$ cat config.mk
export PLATFORM = sky130hd
export DESIGN_NAME = if_fetch_unit
export DESIGN_NICKNAME = d
export VERILOG_FILES = /design/src/rtl/fetch_pkg.sv /design/src/rtl/if_fetch_unit.sv
export SDC_FILE = /design/constraint.sdc
export NUM_CORES = 1
export LEC_CHECK = 0
export BUFFER_PORTS_ARGS = -buffer_cell sky130_fd_sc_hd__buf_2
export CORE_MARGIN = 8
export CORE_UTILIZATION = 50
export CTS_CLUSTER_SIZE = 30
export DETAILED_ROUTE_END_ITERATION = 16
export PLACE_DENSITY = 0.86
export SYNTH_ARGS = -nofsm -noshare
export SYNTH_HDL_FRONTEND = slang
export SYNTH_SLANG_ARGS = --single-unit
export TNS_END_PERCENT = 1
$ cat constraint.sdc
create_clock -name clk -period 2.4 [get_ports clk]
set_input_delay 0.24 -clock clk [delete_from_list [all_inputs] [get_ports clk]]
set_output_delay 0.24 -clock clk [all_outputs]
set_load 0.01 [all_outputs]
$ cat src/rtl/fetch_pkg.sv
// Shared types and constants for the IF stage: fetch FSM states, NOP encoding and PC step.
package fetch_pkg;

   typedef enum logic [1:0] {
      IDLE = 2'd0,
      REQ  = 2'd1,
      HOLD = 2'd2,
      KILL = 2'd3
   } fetch_state_e;

   localparam logic [31:0] NOP_INST = 32'h0000_0013;
   localparam logic [31:0] PC_STEP  = 32'd4;

endpackage

$ cat src/rtl/if_fetch_unit.sv
// IF stage: owns the PC, fetches over a req/ack port and fills the IF/ID register.
// Optional FETCH_PERF_EN adds fetch_cnt / redirect_cnt event counters.
module if_fetch_unit #(
   parameter int unsigned           ADDR_WIDTH = 32,
   parameter int unsigned           DATA_WIDTH = 32,
   parameter logic [ADDR_WIDTH-1:0] PC_ADDR    = 32'h8000_0000,
   parameter logic [DATA_WIDTH-1:0] NOP_INST   = fetch_pkg::NOP_INST
) (
   input  logic                  clk,
   input  logic                  reset,
   input  logic                  use_branch,
   input  logic [ADDR_WIDTH-1:0] branch_out,
   input  logic                  flush,
   input  logic                  stall,
   output logic                  mem_req,
   output logic [ADDR_WIDTH-1:0] mem_addr,
   input  logic                  mem_ack,
   input  logic [DATA_WIDTH-1:0] mem_rdata,
   output logic [ADDR_WIDTH-1:0] if_pc,
   output logic [DATA_WIDTH-1:0] if_inst,
   output logic                  if_valid
`ifdef FETCH_PERF_EN
   ,
   output logic [31:0]           fetch_cnt,
   output logic [31:0]           redirect_cnt
`endif
);

   import fetch_pkg::*;

   localparam logic [ADDR_WIDTH-1:0] ALIGN_MASK = ~ADDR_WIDTH'(2'b11);

   fetch_state_e          state_r;
   logic [ADDR_WIDTH-1:0] pc_r;
   logic [DATA_WIDTH-1:0] hold_r;
   logic                  slot_free_s;
   logic [ADDR_WIDTH-1:0] pc_next_s;
   logic [ADDR_WIDTH-1:0] target_s;

   // Derived next-PC, aligned redirect target and IF/ID availability
   always_comb begin
      slot_free_s = !if_valid || !stall;
      pc_next_s   = pc_r + ADDR_WIDTH'(PC_STEP);
      target_s    = branch_out & ALIGN_MASK;
   end

   // Fetch FSM, PC, hold buffer and IF/ID register
   always_ff @(posedge clk) begin
      if (reset) begin
         state_r  <= IDLE;
         pc_r     <= PC_ADDR;
         hold_r   <= {DATA_WIDTH{1'b0}};
         mem_req  <= 1'b0;
         mem_addr <= PC_ADDR;
         if_pc    <= PC_ADDR;
         if_inst  <= NOP_INST;
         if_valid <= 1'b0;
      end else if (use_branch) begin
         pc_r     <= target_s;
         hold_r   <= {DATA_WIDTH{1'b0}};
         if_valid <= 1'b0;
         if_inst  <= NOP_INST;
         case (state_r)
            // An in-flight transaction must complete; only a finished one can be retargeted
            REQ, KILL: begin
               if (mem_ack) begin
                  state_r  <= REQ;
                  mem_req  <= 1'b1;
                  mem_addr <= target_s;
               end else begin
                  state_r  <= KILL;
               end
            end
            IDLE, HOLD: begin
               state_r  <= REQ;
               mem_req  <= 1'b1;
               mem_addr <= target_s;
            end
            default: begin
               state_r <= IDLE;
               mem_req <= 1'b0;
            end
         endcase
      end else begin
         if (flush) begin
            if_valid <= 1'b0;
            if_inst  <= NOP_INST;
         end
         case (state_r)
            IDLE: begin
               state_r  <= REQ;
               mem_req  <= 1'b1;
               mem_addr <= pc_r;
            end
            REQ: begin
               if (mem_ack) begin
                  if (slot_free_s) begin
                     if (!flush) begin
                        if_pc    <= pc_r;
                        if_inst  <= mem_rdata;
                        if_valid <= 1'b1;
                     end
                     pc_r     <= pc_next_s;
                     mem_addr <= pc_next_s;
                  end else begin
                     hold_r  <= mem_rdata;
                     mem_req <= 1'b0;
                     state_r <= HOLD;
                  end
               end
            end
            HOLD: begin
               if (!stall) begin
                  if (!flush) begin
                     if_pc    <= pc_r;
                     if_inst  <= hold_r;
                     if_valid <= 1'b1;
                  end
                  pc_r     <= pc_next_s;
                  mem_req  <= 1'b1;
                  mem_addr <= pc_next_s;
                  state_r  <= REQ;
               end
            end
            KILL: begin
               if (mem_ack) begin
                  mem_req  <= 1'b1;
                  mem_addr <= pc_r;
                  state_r  <= REQ;
               end
            end
            default: begin
               state_r <= IDLE;
               mem_req <= 1'b0;
            end
         endcase
      end
   end

`ifdef FETCH_PERF_EN
   logic deliver_s;

   // An instruction reaches IF/ID only when not redirected or flushed in the same cycle
   always_comb begin
      if (use_branch || flush) begin
         deliver_s = 1'b0;
      end else begin
         deliver_s = ((state_r == REQ) && mem_ack && slot_free_s) ||
                     ((state_r == HOLD) && !stall);
      end
   end

   // Event counters, free-running with natural wrap
   always_ff @(posedge clk) begin
      if (reset) begin
         fetch_cnt    <= 32'd0;
         redirect_cnt <= 32'd0;
      end else begin
         if (deliver_s) begin
            fetch_cnt <= fetch_cnt + 32'd1;
         end
         if (use_branch) begin
            redirect_cnt <= redirect_cnt + 32'd1;
         end
      end
   end
`endif

endmodule
# Word level (Yosys, flattened, before mapping)

Cells that the tools add are included.

Input port bits: 70
Logic and storage cells: 83
Flip-flop bits (word level): 164
Output and inout port bits: 98

Equality and inequality tests: 12
Add/subtract/negate cells: 1
Multiplexer cells: 43
Bitwise operators: 2
Reduce and logical (&&, ||, !) cells: 16

Operator list:

| operator                | number |
|---|---|
| $mux W32                | 17 |
| $pmux W32 S2            | 4 |
| $pmux W32 S4            | 1 |
| $add A32 B3 Y32 const B | 1 |
| $ne A3 B3 Y1 const B    | 6 |
| $mux W2                 | 6 |
| $reduce_and A4 Y1       | 3 |
| $mux W1                 | 10 |
| $reduce_and A5 Y1       | 2 |
| $pmux W2 S4             | 1 |
| $ne A2 B2 Y1 const B    | 3 |
| $reduce_and A3 Y1       | 2 |
| $reduce_or A2 Y1        | 3 |
| $eq A2 B2 Y1 const B    | 2 |
| $pmux W1 S2             | 2 |
| $pmux W1 S4             | 1 |
| $pmux W2 S2             | 1 |
| $reduce_bool A3 Y1      | 1 |
| $eq A2 B1 Y1 const B    | 1 |
| $logic_not A1 Y1        | 2 |
| $logic_not A2 Y1        | 1 |
| $not A1 Y1              | 2 |
| $reduce_bool A2 Y1      | 1 |
| $logic_or A1 B1 Y1      | 1 |

# Depth between registers and ports, before layout

Depth after elaboration: 6
Mapped depth: 10
Gate-level depth less buffers: 7

# Worst setup path before layout

No wires, ideal clock.

Kind: register to register
Start: register state_r[0]
End: register mem_addr[13]
Path buffers: 2
Slack: 344 ps
Arrival time: 1924 ps
Cell stages (with the launch flop): 10
Required time: 2268 ps
Period minus slack after synthesis: 2056 ps
Library setup time: 132 ps
Cell sequence: dfxtp_1 > inv_1 > ha_1 > clkbuf_1 > and4_1 > clkbuf_1 > nand4_1 > xnor2_1 > o21ai_0 > a21oi_1

Longest elaborated chain between the ends: 4
Elaborated cells on any way between the ends: 15
Those cells by class: 8 x eq/ne; 3 x mux; 4 x reduce/logical

Ends and longest elaborated chain:

| item                                                    | RTL line                                 | source |
|---|---|---|
| from (decl)                                             | if_fetch_unit.sv:33                      | `fetch_state_e state_r;` |
| from (signal assigned)                                  | if_fetch_unit.sv:50                      | `state_r <= IDLE;` |
| from (signal assigned)                                  | if_fetch_unit.sv:67                      | `state_r <= REQ;` |
| from (signal assigned)                                  | if_fetch_unit.sv:71                      | `state_r <= KILL;` |
| $eq A2 B2 Y1 (tied with other cells)                    | if_fetch_unit.sv:63, if_fetch_unit.sv:89 |  |
| $reduce_or A2 Y1                                        | if_fetch_unit.sv:63                      | `case (state_r)` |
| $ne A3 B3 Y1 (no line) or $pmux W32 S2 (tied branches)  | --                                       |  |
| $reduce_and A5 Y1 (no line) or $mux W32 (tied branches) | --                                       |  |
| to (signal assigned)                                    | if_fetch_unit.sv:69                      | `mem_addr <= target_s;` |
| to (signal assigned)                                    | if_fetch_unit.sv:77                      | `mem_addr <= target_s;` |
| to (signal assigned)                                    | if_fetch_unit.sv:93                      | `mem_addr <= pc_r;` |
| to (decl)                                               | if_fetch_unit.sv:16                      | `output logic [ADDR_WIDTH-1:0] mem_addr,` |

Several ways; a longest one is shown, not always the timed one.
A chain may end at the register's enable or synchronous reset.

# Worst setup path in the final report

Start: register state_r[1]
End: register pc_r[16]

Longest elaborated chain between the ends: 3
Elaborated cells on any way between the ends: 9
Those cells by class: 5 x eq/ne; 2 x mux; 2 x reduce/logical

Ends and longest elaborated chain:

| item                                                    | RTL line             | source |
|---|---|---|
| $eq A2 B1 Y1 or $eq A2 B2 Y1 (tied branches)            | if_fetch_unit.sv:89  | `case (state_r)` |
| $ne A3 B3 Y1 (no line) (tied with other cells)          | --                   |  |
| $reduce_and A4 Y1 (no line) or $mux W32 (tied branches) | --                   |  |
| to (signal assigned)                                    | if_fetch_unit.sv:59  | `pc_r <= target_s;` |
| to (signal assigned)                                    | if_fetch_unit.sv:103 | `pc_r <= pc_next_s;` |
| to (signal assigned)                                    | if_fetch_unit.sv:119 | `pc_r <= pc_next_s;` |
| to (decl)                                               | if_fetch_unit.sv:34  | `logic [ADDR_WIDTH-1:0] pc_r;` |

Several ways; a longest one is shown, not always the timed one.

==> impl_results.md <==
- Number of global-route vias before repair: 6915
- Fin crit share: 0.9190
- Crit Path Max Fanout: 9
- DR DRC count: 0
- Final WL: 21520 um
- Maxcap violations: 0
- Top Ports: 168
- Crit. End Element: flop
- Switch share: 0.2746
- CP startpoint kind: flop
- Arrival time at the worst endpoint: 2.54 ns
- Post-synth EDFFs: 0
- Clock slew at reported path FFs: 0.06 ns
- Synthesized area per cell: 8.210 um2
- Final min period: 2.206 ns
- Fin. Hold Viols: 0
- Global-route wire length before repair: 34640 um
- Synth top area share: 0.4310
- Die Width: 137.2 um
- Worst Clk Skew: 0.008012 ns
- Total gr overflow: 0
- Worst-case reg-to-reg path depth: 8
- Worst min-delay path class: in2reg
- Via count: 7092
- CTS Buf Count: 17
- Combinational group share of total power: 0.143
- Met2 Track Usage GR: 0.3716
- Placed cell area: 8317 um2
- Row count: 44
- Resized cells post-CTS: 0
- Seq/Total Area, Yosys: 0.4310
- Internal power: 4.683 mW
- Worst Tran Pin Value: 0.7306 ns
- CP Class: reg2reg
- M1 GR Usage: 0.2720
- Total Power: 6.456 mW
- Synth unique cells: 56
- Ys Warns: 0
- Deepest clock path buffer count: 2
- Met3 usage: 0.07342
- Sequential share of power: 0.439
- Mapped Cells: 894
- Commonest non-fill, non-tap cells in the layout: buf_2, dfxtp_1, nand2_1
- Clock sink count: 158
- H-tree Lvls: 4
- Power share of the clock group: 0.418
- Leakage power: 3.547 nW
- Relative slew slack: 0.5130
- Final instance area: 8910 um2
- Die Y: 137.2 um
- Global route hottest layer: met2
- Pre-antenna DRT Iters: 5
- Detail Route Antenna Nets: 0
- Status: finished clean
- Final net count: 1102
- Hold-fix buffers at CTS: 0
- Worst-Skew Late Latency: 0.43 ns
- Dominant cell type by area after synthesis: dfxtp_1
- Fmax: 0.4534 GHz
- GPL Wtd Cong: 0.8642
- TritonCTS clock tree: yes
- Worst Path Required: 2.74 ns
- Postcts setup bufs: 0
- Dominant synthesized flop cell: dfxtp_1
- WL per Instance: 17.56 um
- Share of cells above drive strength 1: 0.2394
- Mapped Area: 7340 um2
- Power Density: 724.6 nW/um2
- Largest net degree at the start of global routing: 67
- Die ar.: 18810 um2
- Top cells by area, synth: dfxtp_1, nand2_1, a21oi_1
- I/O Buffers: 161
- #FFs+latches synth: 158
- Setup TNS: 0 ns
- VDD IR max: 491.3 uV
- DP HPWL: 14680 um
- Commonest non-fill, non-tap cell in the layout: buf_2
- Via density: 5.785
- Hold path depth: 3
- Max-slew violation count: 0
- Total GRT Usage: 0.2299
- Initial antenna violation count: 2
- Final setup vio count: 0
- Unrepaired setup endpoints after global routing: false
- Net switching power figure: 1.773 mW
- Post-synth ARST share: 0
- Clock tree root buffer cell: clkbuf_16
- Starting density of the core: 0.5088
- Area growth from synthesis to layout: 21.39%
- Core area: 14420 um2
- DR iter-0 viols: 639
-- Yosys cell counts (2+ instances only) --
master      n
dfxtp_1   158
nand2_1   157
a21oi_1   102
clkbuf_1   61
nor2_1     59
a22oi_1    32
a22o_1     29
xnor2_1    28
nand3_1    26
nand4_1    24
xor2_1     24
buf_2      17
o21ai_0    15
a211oi_1   14
nor3_1     14
o221ai_1   13
and3_1     11
nand2b_1   10
o211ai_1   10
inv_1       9
o21a_1      8
buf_4       7
o211a_1     7
and2_1      5
ha_1        5
nor4_1      5
a211oi_2    3
and4_1      3
or3_1       3
a21o_1      2
a311oi_1    2
a31o_2      2
buf_1       2
mux2i_1     2
nand4_2     2
nand4b_1    2
nor4_2      2
-- layer usage --
metal | routed length [um] | up-vias
met2 | 10280 | 331
met3 | 2148 | 45
met5 | 8 | -
met1 | 8486 | 3297
met4 | 599 | 2
li1 | - | 3417
-- final cells by class --
class / count / area [um2]
clock buffer: 19 / 452.9
timing repair buffer: 199 / 1104
sequential: 158 / 3163
tap: 184 / 230.2
multi-input combinational: 641 / 3782
clock inverter: 13 / 135.1
antenna: 2 / 5.005
inverter: 10 / 37.54
fill: 1219 / 5514
-- path summary, 6_finish.rpt --
kind / start / slack, ns / endpoint
worst min-delay path: mem_rdata[19] / 0.05 / hold_r[19]$_SDFFE_PP0P_
worst max-delay path: state_r[1]$_SDFFE_PP0P_ / 0.19 / pc_r[16]$_SDFFE_PP0P_
worst max register to register: state_r[1]$_SDFFE_PP0P_ / 0.19 / pc_r[16]$_SDFFE_PP0P_
worst min register to register: mem_addr[12]$_SDFFE_PP0P_ / 0.45 / mem_addr[12]$_SDFFE_PP0P_
-- power by group through the flow --
stage	logic, mW	clock network (mW)	registers, mW
after floorplan	0.560	0	2.89
after global placement	0.897	0	2.88
after detailed placement	0.915	0	2.89
after CTS	0.920	2.74	2.83
after global routing	1.01	2.84	2.85
final	0.925	2.70	2.83
-- cells by family (layout without fill, tap and decap cells) --
| logic type | count (synthesis) | in the layout | share of synthesized area |
|---|---|---|---|
| xor gates and xnor gates | 52 | 52 | 0.06205 |
| DFF | 158 | 158 | 0.4310 |
| buffers and inverters | 98 | 241 | 0.05762 |
| muxes | 2 | 2 | 0.002728 |
| and+or+nand+nor | 328 | 328 | 0.2076 |
| other | 1 | 6 | 0.0005109 |
| AOI/OAI and AO/OA | 250 | 250 | 0.2300 |
| adders and majority gates | 5 | 5 | 0.008524 |
-- per-stage QoR --
| stage | hold WS (ns) | util | worst slack [ns] | cells |
|---|---|---|---|---|
| floorplan | 0.3760 | - | 0.3438 | 897 |
| detailed placement | 0.4413 | 0.5766 | 0.2250 | 1192 |
| finish | 0.04887 | 0.6177 | 0.1945 | 1226 |
| global placement | 0.4363 | 0.5766 | 0.2585 | 1192 |
| global route | 0.05483 | 0.6175 | 0.01117 | 1225 |
| CTS | 0.04268 | 0.6174 | 0.2093 | 1224 |
-- state kept, by name, indices dropped and copies added, names as in the netlist --
signal and count:
if_pc 30, state_r 2, pc_r 30, if_inst 32, hold_r 32, mem_req 1
if_valid 1, mem_addr 30
-- worst max-delay path: stages, from the launching register on --
cell and delay [ns]:
dfxtp_1 0.33, inv_1 0.10, ha_1 0.35, nand2_2 0.16, o32a_1 0.32, buf_4 0.19
nor4_2 0.30, xnor2_1 0.11, a211oi_1 0.26
Note: power is estimated with default switching activity, not from simulation.
